$ cat config.mk
export PLATFORM = sky130hd
export DESIGN_NAME = vreg_wb_arbiter
export DESIGN_NICKNAME = d
export VERILOG_FILES = /design/src/rtl/vreg_wb_arbiter_pkg.sv /design/src/rtl/vreg_wb_arbiter_rr_arbiter2.sv /design/src/rtl/vreg_wb_arbiter.sv
export SDC_FILE = /design/constraint.sdc
export NUM_CORES = 1
export LEC_CHECK = 0
export CAP_MARGIN = 20
export CORE_AREA = 2 2 111 113
export DETAILED_ROUTE_END_ITERATION = 8
export DIE_AREA = 0 0 113 115
export DONT_BUFFER_PORTS = 1
export PLACE_DENSITY = 0.56
export SLEW_MARGIN = 20
export SYNTH_ARGS = -nofsm -noshare
export SYNTH_HDL_FRONTEND = slang
export SYNTH_HIERARCHICAL = 1
export SYNTH_SLANG_ARGS = --single-unit
export TNS_END_PERCENT = 5
$ cat constraint.sdc
create_clock -name clk -period 1.62 [get_ports clk]
set_clock_uncertainty 0.2 [all_clocks]
set_input_delay 0.243 -clock clk [delete_from_list [all_inputs] [get_ports clk]]
set_output_delay 0.243 -clock clk [all_outputs]
set_load 0.01 [all_outputs]
$ cat src/rtl/vreg_wb_arbiter_pkg.sv
// Shared vector register file types: element/vector widths, select type,
// and requester indices used by the writeback arbiter, regfile and decode.
package vreg_pkg;
  localparam int REG_SIZE = 16;  // bits per vector element
  localparam int REG_QTY  = 4;   // number of vector registers
  localparam int SEL_BITS = 2;   // log2(REG_QTY)
  localparam int VEC_SIZE = 4;   // elements per vector

  localparam int REQ_ALU  = 0;
  localparam int REQ_LOAD = 1;

  typedef logic [SEL_BITS-1:0]                reg_sel_t;
  typedef logic [VEC_SIZE-1:0][REG_SIZE-1:0]  vec_t;

  // One-hot register mask for a select value
  function automatic logic [REG_QTY-1:0] sel_onehot(input reg_sel_t s);
    return REG_QTY'(1) << s;
  endfunction
endpackage

$ cat src/rtl/vreg_wb_arbiter_rr_arbiter2.sv
// Two-way round-robin arbiter. ptr_q=0 favours req[0]; after a grant the
// pointer moves to the other side. hold freezes the pointer (flush).
module rr_arbiter2 (
  input  logic       clk,
  input  logic       rst,
  input  logic       hold,
  input  logic [1:0] req,
  output logic [1:0] gnt
);
  logic       ptr_q, ptr_d;
  logic [1:0] gnt_c;

  // Grant: lone requester wins, contention goes to the pointer side
  always_comb begin
    gnt_c[0] = req[0] & (~req[1] | ~ptr_q);
    gnt_c[1] = req[1] & (~req[0] |  ptr_q);
    ptr_d    = ptr_q;
    if (!hold && (gnt_c != 2'b00)) ptr_d = gnt_c[0];
  end

  assign gnt = gnt_c;

  // Pointer register, req0 first out of reset
  always_ff @(posedge clk) begin
    if (!rst) ptr_q <= 1'b0;
    else      ptr_q <= ptr_d;
  end
endmodule

$ cat src/rtl/vreg_wb_arbiter.sv
// Writeback arbiter for the vector register file write port. ALU (req0) and
// load unit (req1) share the port round-robin; the winner is registered onto
// the regfile write port. A pending-write scoreboard feeds decode RAW/WAW
// busy flags.
module vreg_wb_arbiter
  import vreg_pkg::*;
(
  input  logic                 clk,
  input  logic                 rst,
  input  logic                 req0Valid,
  input  reg_sel_t             req0Dest,
  input  vec_t                 req0Data,
  output logic                 req0Ready,
  input  logic                 req1Valid,
  input  reg_sel_t             req1Dest,
  input  vec_t                 req1Data,
  output logic                 req1Ready,
  input  logic                 issueEn,
  input  reg_sel_t             issueDest,
  input  reg_sel_t             rSel1,
  input  reg_sel_t             rSel2,
  output logic                 rSel1Busy,
  output logic                 rSel2Busy,
  output logic                 destBusy,
  input  logic                 flush,
  output logic                 regWrEn,
  output reg_sel_t             regToWrite,
  output vec_t                 regWriteData,
  output logic [REG_QTY-1:0]   pendingMask,
  output logic                 errNoPend
);
  logic [1:0]         gnt;
  logic               grant;
  reg_sel_t           g_dest;
  vec_t               g_data;

  logic               wr_en_q,   wr_en_d;
  reg_sel_t           wr_sel_q,  wr_sel_d;
  vec_t               wr_data_q, wr_data_d;
  logic [REG_QTY-1:0] pend_q,    pend_d;
  logic               err_q,     err_d;

  rr_arbiter2 u_rr (
    .clk  (clk),
    .rst  (rst),
    .hold (flush),
    .req  ({req1Valid, req0Valid}),
    .gnt  (gnt)
  );

  // No backpressure past arbitration: ready is the grant itself
  assign req0Ready = gnt[REQ_ALU];
  assign req1Ready = gnt[REQ_LOAD];

  // Winner mux, output-stage next state and scoreboard next state
  always_comb begin
    grant  = |gnt;
    g_dest = gnt[REQ_LOAD] ? req1Dest : req0Dest;
    g_data = gnt[REQ_LOAD] ? req1Data : req0Data;

    // A flushed grant is dropped; select/data hold when nothing is written
    wr_en_d   = grant & ~flush;
    wr_sel_d  = wr_en_d ? g_dest : wr_sel_q;
    wr_data_d = wr_en_d ? g_data : wr_data_q;

    // Clear lands on the regfile capture edge; a same-edge issue wins
    pend_d = pend_q & ~({REG_QTY{wr_en_q}} & sel_onehot(wr_sel_q));
    if (issueEn) pend_d = pend_d | sel_onehot(issueDest);
    if (flush)   pend_d = '0;

    err_d = err_q | (grant & ~pend_q[g_dest]
                     & ~(issueEn && (issueDest == g_dest)));
  end

  // Output stage, scoreboard and sticky error, synchronous active-low reset
  always_ff @(posedge clk) begin
    if (!rst) begin
      wr_en_q   <= 1'b0;
      wr_sel_q  <= '0;
      wr_data_q <= '0;
      pend_q    <= '0;
      err_q     <= 1'b0;
    end else begin
      wr_en_q   <= wr_en_d;
      wr_sel_q  <= wr_sel_d;
      wr_data_q <= wr_data_d;
      pend_q    <= pend_d;
      err_q     <= err_d;
    end
  end

  assign regWrEn      = wr_en_q;
  assign regToWrite   = wr_sel_q;
  assign regWriteData = wr_data_q;
  assign pendingMask  = pend_q;
  assign errNoPend    = err_q;
  assign rSel1Busy    = pend_q[rSel1];
  assign rSel2Busy    = pend_q[rSel2];
  assign destBusy     = pend_q[issueDest];
endmodule

* Word-level counts from Yosys, hierarchy flattened *
Index checks and enable logic that the tools add are counted.

storage, ports and cells
  bits in registers = 73
  bits of input ports = 144
  output and inout bits = 77
  logic and storage cells = 52

operators by class
  magnitude comparators = 4
  eq/ne operators = 1
  shift operators = 2
  muxes and demuxes = 11
  bitwise logic cells = 19
  reduce and logical (&&, ||, !) cells = 6

operators with widths
  kind                                                                          count
  64-bit 2-to-1 mux                                                             1
  2-bit by 3-bit less-than comparator with 1-bit output, second input constant  4
  4-bit AND                                                                     2
  1-bit binary-select mux with 2-bit select                                     4
  1-bit by 2-bit << shifter with 4-bit output, first input constant             2
  1-bit NOT                                                                     7
  1-bit AND                                                                     5
  1-bit 2-to-1 mux                                                              4
  4-bit 2-to-1 mux                                                              1
  4-bit NOT                                                                     1
  4-bit OR                                                                      1
  2-bit OR reduction                                                            2
  1-bit OR                                                                      3
  2-bit == test                                                                 1
  1-bit logical AND                                                             2
  2-bit 2-to-1 mux                                                              1
  2-bit nonzero test                                                            1
  1-bit zero test                                                               1

* Longest topological paths before layout *
  word-level depth = 10
  gate-level depth with buffers = 9

* By module *
Netlist, hierarchy kept.

by module, submodules not included
  module           times used  cells an instance  area each (sq um)  sequential area each (sq um)
  vreg_wb_arbiter  1           330                3420.8             1441.4
  rr_arbiter2      1           7                  66.3               20.0

* Worst setup path after synthesis *
Ideal clock, no wire load.

  path kind = flip-flop to flip-flop
  start point = register u_rr.ptr_q
  end point = register err_q, in the netlist errNoPend
  setup time = 0.117 ns
  data arrival time = 1.627 ns
  setup slack = -0.323 ns
  cell stages (with the launch flop) = 7
  buffers on the path = 1
  clock period less this slack = 1.943 ns
  cells stage by stage = dfxtp_1 -> inv_1 -> a21boi_1 -> buf_6 -> mux2i_1 -> mux2_2 -> a22o_1

on the way
  longest elaborated chain between the ends = 9

RTL lines
  element                                    RTL line                           source
  start: declaration                         vreg_wb_arbiter_rr_arbiter2.sv:10  logic ptr_q, ptr_d;
  start signal: assignment                   vreg_wb_arbiter_rr_arbiter2.sv:26  else ptr_q <= ptr_d;
  1-bit OR *                                 vreg_wb_arbiter_rr_arbiter2.sv:16  gnt_c[1] = req[1] & (~req[0] | ptr_q);
  1-bit AND *                                vreg_wb_arbiter_rr_arbiter2.sv:16
  named net req1Ready                        vreg_wb_arbiter.sv:17              output logic req1Ready,
  2-bit 2-to-1 mux                           vreg_wb_arbiter.sv:58              g_dest = gnt[REQ_LOAD] ? req1Dest : req0Dest;
  1-bit binary-select mux with 2-bit select  vreg_wb_arbiter.sv:71              err_d = err_q | (grant & ~pend_q[g_dest]
  1-bit 2-to-1 mux (not written as such)     vreg_wb_arbiter.sv:71
  1-bit NOT                                  vreg_wb_arbiter.sv:71
  1-bit AND                                  vreg_wb_arbiter.sv:71
  1-bit AND *                                vreg_wb_arbiter.sv:72              & ~(issueEn && (issueDest == g_dest)));
  1-bit OR *                                 vreg_wb_arbiter.sv:71
  end signal: assignment                     vreg_wb_arbiter.sv:88              err_q <= err_d;
  end: declaration                           vreg_wb_arbiter.sv:41              logic err_q, err_d;

Mark *: on every way through the listed nets, which the timed path passes. The rest lies on a longest branch. The select of a mux whose other input is x is not followed.
A chain may end at the register's enable or synchronous reset.

* Worst setup path in the final report *
  start point = register u_rr.ptr_q
  end point = register err_q, in the netlist errNoPend

on the way
  longest elaborated chain between the ends = 9

RTL lines
  element                                    RTL line
  1-bit OR                                   vreg_wb_arbiter_rr_arbiter2.sv:16
  1-bit AND                                  vreg_wb_arbiter_rr_arbiter2.sv:16
  2-bit 2-to-1 mux                           vreg_wb_arbiter.sv:58
  1-bit binary-select mux with 2-bit select  vreg_wb_arbiter.sv:71
  1-bit 2-to-1 mux (not written as such)     vreg_wb_arbiter.sv:71
  1-bit NOT                                  vreg_wb_arbiter.sv:71
  1-bit AND                                  vreg_wb_arbiter.sv:71
  1-bit AND *                                vreg_wb_arbiter.sv:72
  1-bit OR *                                 vreg_wb_arbiter.sv:71

Every way passes the cells marked *; elsewhere a longest branch is shown, timed or not. The select of a mux whose other input is x is not followed.

==> metrics.txt <==
Post-Synthesis Cell Area 3490 um^2; placed inst area 3710 um^2; Vias per Instance 5.35; critical path, cell by cell inv_2, a21boi_4, buf_12, mux2i_4, mux2i_1, mux2_4, a22o_1; failing checks DRC, hold timing, setup timing; RePlAce Congestion 0.741; via count 2,691; initial antenna violation count 0; outcome finished with violations; unrepaired setup endpoints after global routing yes; GRT Resource Usage Total 13.6%; delay-heaviest family, CP multiplexers; starting density of the core 29.5%; Crit Path Max Fanout 4; EDFF count, synth 0; CTS Buf Count 9; Peak Freq 542 MHz; hold path depth 1; setup TNS -7.73 ns; Slew headroom 79.6%; share of layout cells above drive strength 1 17.1%; Worst Path Required 1.65 ns; first-pass GRT wire length 13,600 um; wire per inst 18.7 um; Yosys top cell area share 41.9%; worst vdd ir 0.000551 V; dominant cells by area after synthesis dfxtp_1 42%, mux2i_1 19%, o211a_1 19%, nand2_1 7.2%, mux4_2 1.9%; antenna cells 0; Syn. warnings 6; Pre-Repair DR Iteration Count 6; path depth of the worst reg2reg path 7; worst setup margin -0.226 ns; Worst EP arrival 1.88 ns; Rows 40; Die Y 115 um; Post-Syn Instances 337; Post-Place Worst Slack -0.234 ns; CP endpoint kind flip-flop; DRC errors left 12; WL final 9410 um; area grow syn2layout 24.6%; Skew-Pair Late Insertion Delay 0.33 ns; Final ANT Viol Nets 0; clk buf depth 2; design area 4350 um^2; total congestion overflow 0; DP Cell Count 470; PortBufs 0; number of global-route vias before repair 2,560; dominant cell type by area after synthesis dfxtp_1; slowest cell delay on critical path 0.34 ns; Final Util 36.8%; hold slack final -0.157 ns; Crit path buffers/inverters 2; clock transition at the registers of the reported paths 0.06 ns; 1st-iter DRT viols 111; TritonCTS clock tree done; top_reg_cell synth dfxtp_1; Synth async-reset ratio 0%; I/O pins 221; Slowest-stage cell, CP dfxtp_2; cell with the most instances after synthesis dfxtp_1; Slew Limit Fails 0; Total Power 4.90 mW; CP Depth 7; die width 113 um; Pwr per Cell Area 1130 nW/um^2; most instantiated cells after synthesis 73 x dfxtp_1, 67 x mux2i_1, 67 x nand2_1; core area 11,800 um^2; Worst Hold Class in2reg; period utilization 114%; Avg Cell Area, Syn 10.3 um^2; syn nets 481; Setup violations, final 71; Worst-Margin Slew 0.299 ns; LEAKAGE 2.26 nW; MaxCap Viol Count 0; Die ar. 13,000 um^2; crit path kind reg2reg; htree depth 3; Unique masters post-synth 30; register area share after synthesis 41.9%; Tmin final 1.85 ns; final-stage net count 495; clk sinks 73; Clock Tree Root clkbuf_16; largest net degree at the start of global routing 72; Hold Vio Cnt, Final 68; FF+latch count, synth 73; dpl hpwl 5930 um; fin cells 503; Critical Path Source Type flip-flop
## routing by layer
metal,vias to the layer above,track usage [%],wire (um)
met2,122,23.2,4750
met1,1290,15.1,3730
met4,0,7.97,231
li1,1266,-,-
met3,13,4.16,696
met5,-,0,0
## cells by family (layout without fill, tap and decap cells)
group,count (synthesis),in the layout,synth area share [%]
AND/OR/NAND/NOR,81,81,9.69
AO/OA/AOI/OAI,77,77,21.1
flip-flops,73,73,41.9
multiplexers,72,72,22.1
buffers and inverters,32,51,4.63
XOR/XNOR,2,2,0.502
## final timing paths
check        slack [ns]        startpoint          endpoint
max               -0.23        u_rr/ptr_q         errNoPend
min               -0.16               rst   regWriteData[4]
max reg2reg       -0.23        u_rr/ptr_q         errNoPend
min reg2reg        0.37  regWriteData[17]  regWriteData[17]
## worst register-to-register path, stage by stage, from the launching register on
cell and delay (ns):
dfxtp_2 0.34, inv_2 0.04, a21boi_4 0.20, buf_12 0.15, mux2i_4 0.27, mux2i_1 0.11, mux2_4 0.27, a22o_1 0.17
## layout by cell type, fill, tap and decap left out, types with 2 or more instances in the layout
cell,n
a21oi_1,2
a32oi_1,2
buf_12,6
buf_16,4
buf_4,12
buf_6,2
clkbuf_16,11
clkbuf_8,2
clkinvlp_4,2
dfxtp_1,68
dfxtp_2,3
dfxtp_4,2
dlygate4sd3_1,6
mux2i_1,65
mux2i_2,2
mux4_2,3
nand2_1,67
nand2b_1,2
nand3b_1,2
nor2_1,4
o211a_1,66
o21ai_0,2
## power breakdown
group	switching (mW)	internal [mW]	total, mW	leakage [nW]
registers	0.175	1.95	2.12	0.607
clock network	0.804	1.28	2.09	0.148
logic	0.299	0.386	0.686	1.51
total	1.28	3.62	4.90	2.26
## state kept, by name (all words and copies together) (netlist names)
signal	count
errNoPend	1
regWriteData	64
regWrEn	1
u_rr/ptr_q	1
pendingMask	4
regToWrite	2
## area by class of cell
class                   instances  area, um^2
clock buffers                  11         253
repair buffers                 33         468
multi-input cells             232        1900
well taps                     147         184
clock inverters                 5        62.6
inverters                       2        7.51
flip-flops and latches         73        1470
fillers                      1162        7470
## repair_timing
action,in CTS,in global routing
resized for setup,17,3
setup buffers,5,1
gates cloned,3,2
pin swaps,2,1
endpoints found under the setup margin,71,71
hold endpoints to repair,73,70
hold buffers,5,1
Power figures use the tool's default switching activity.
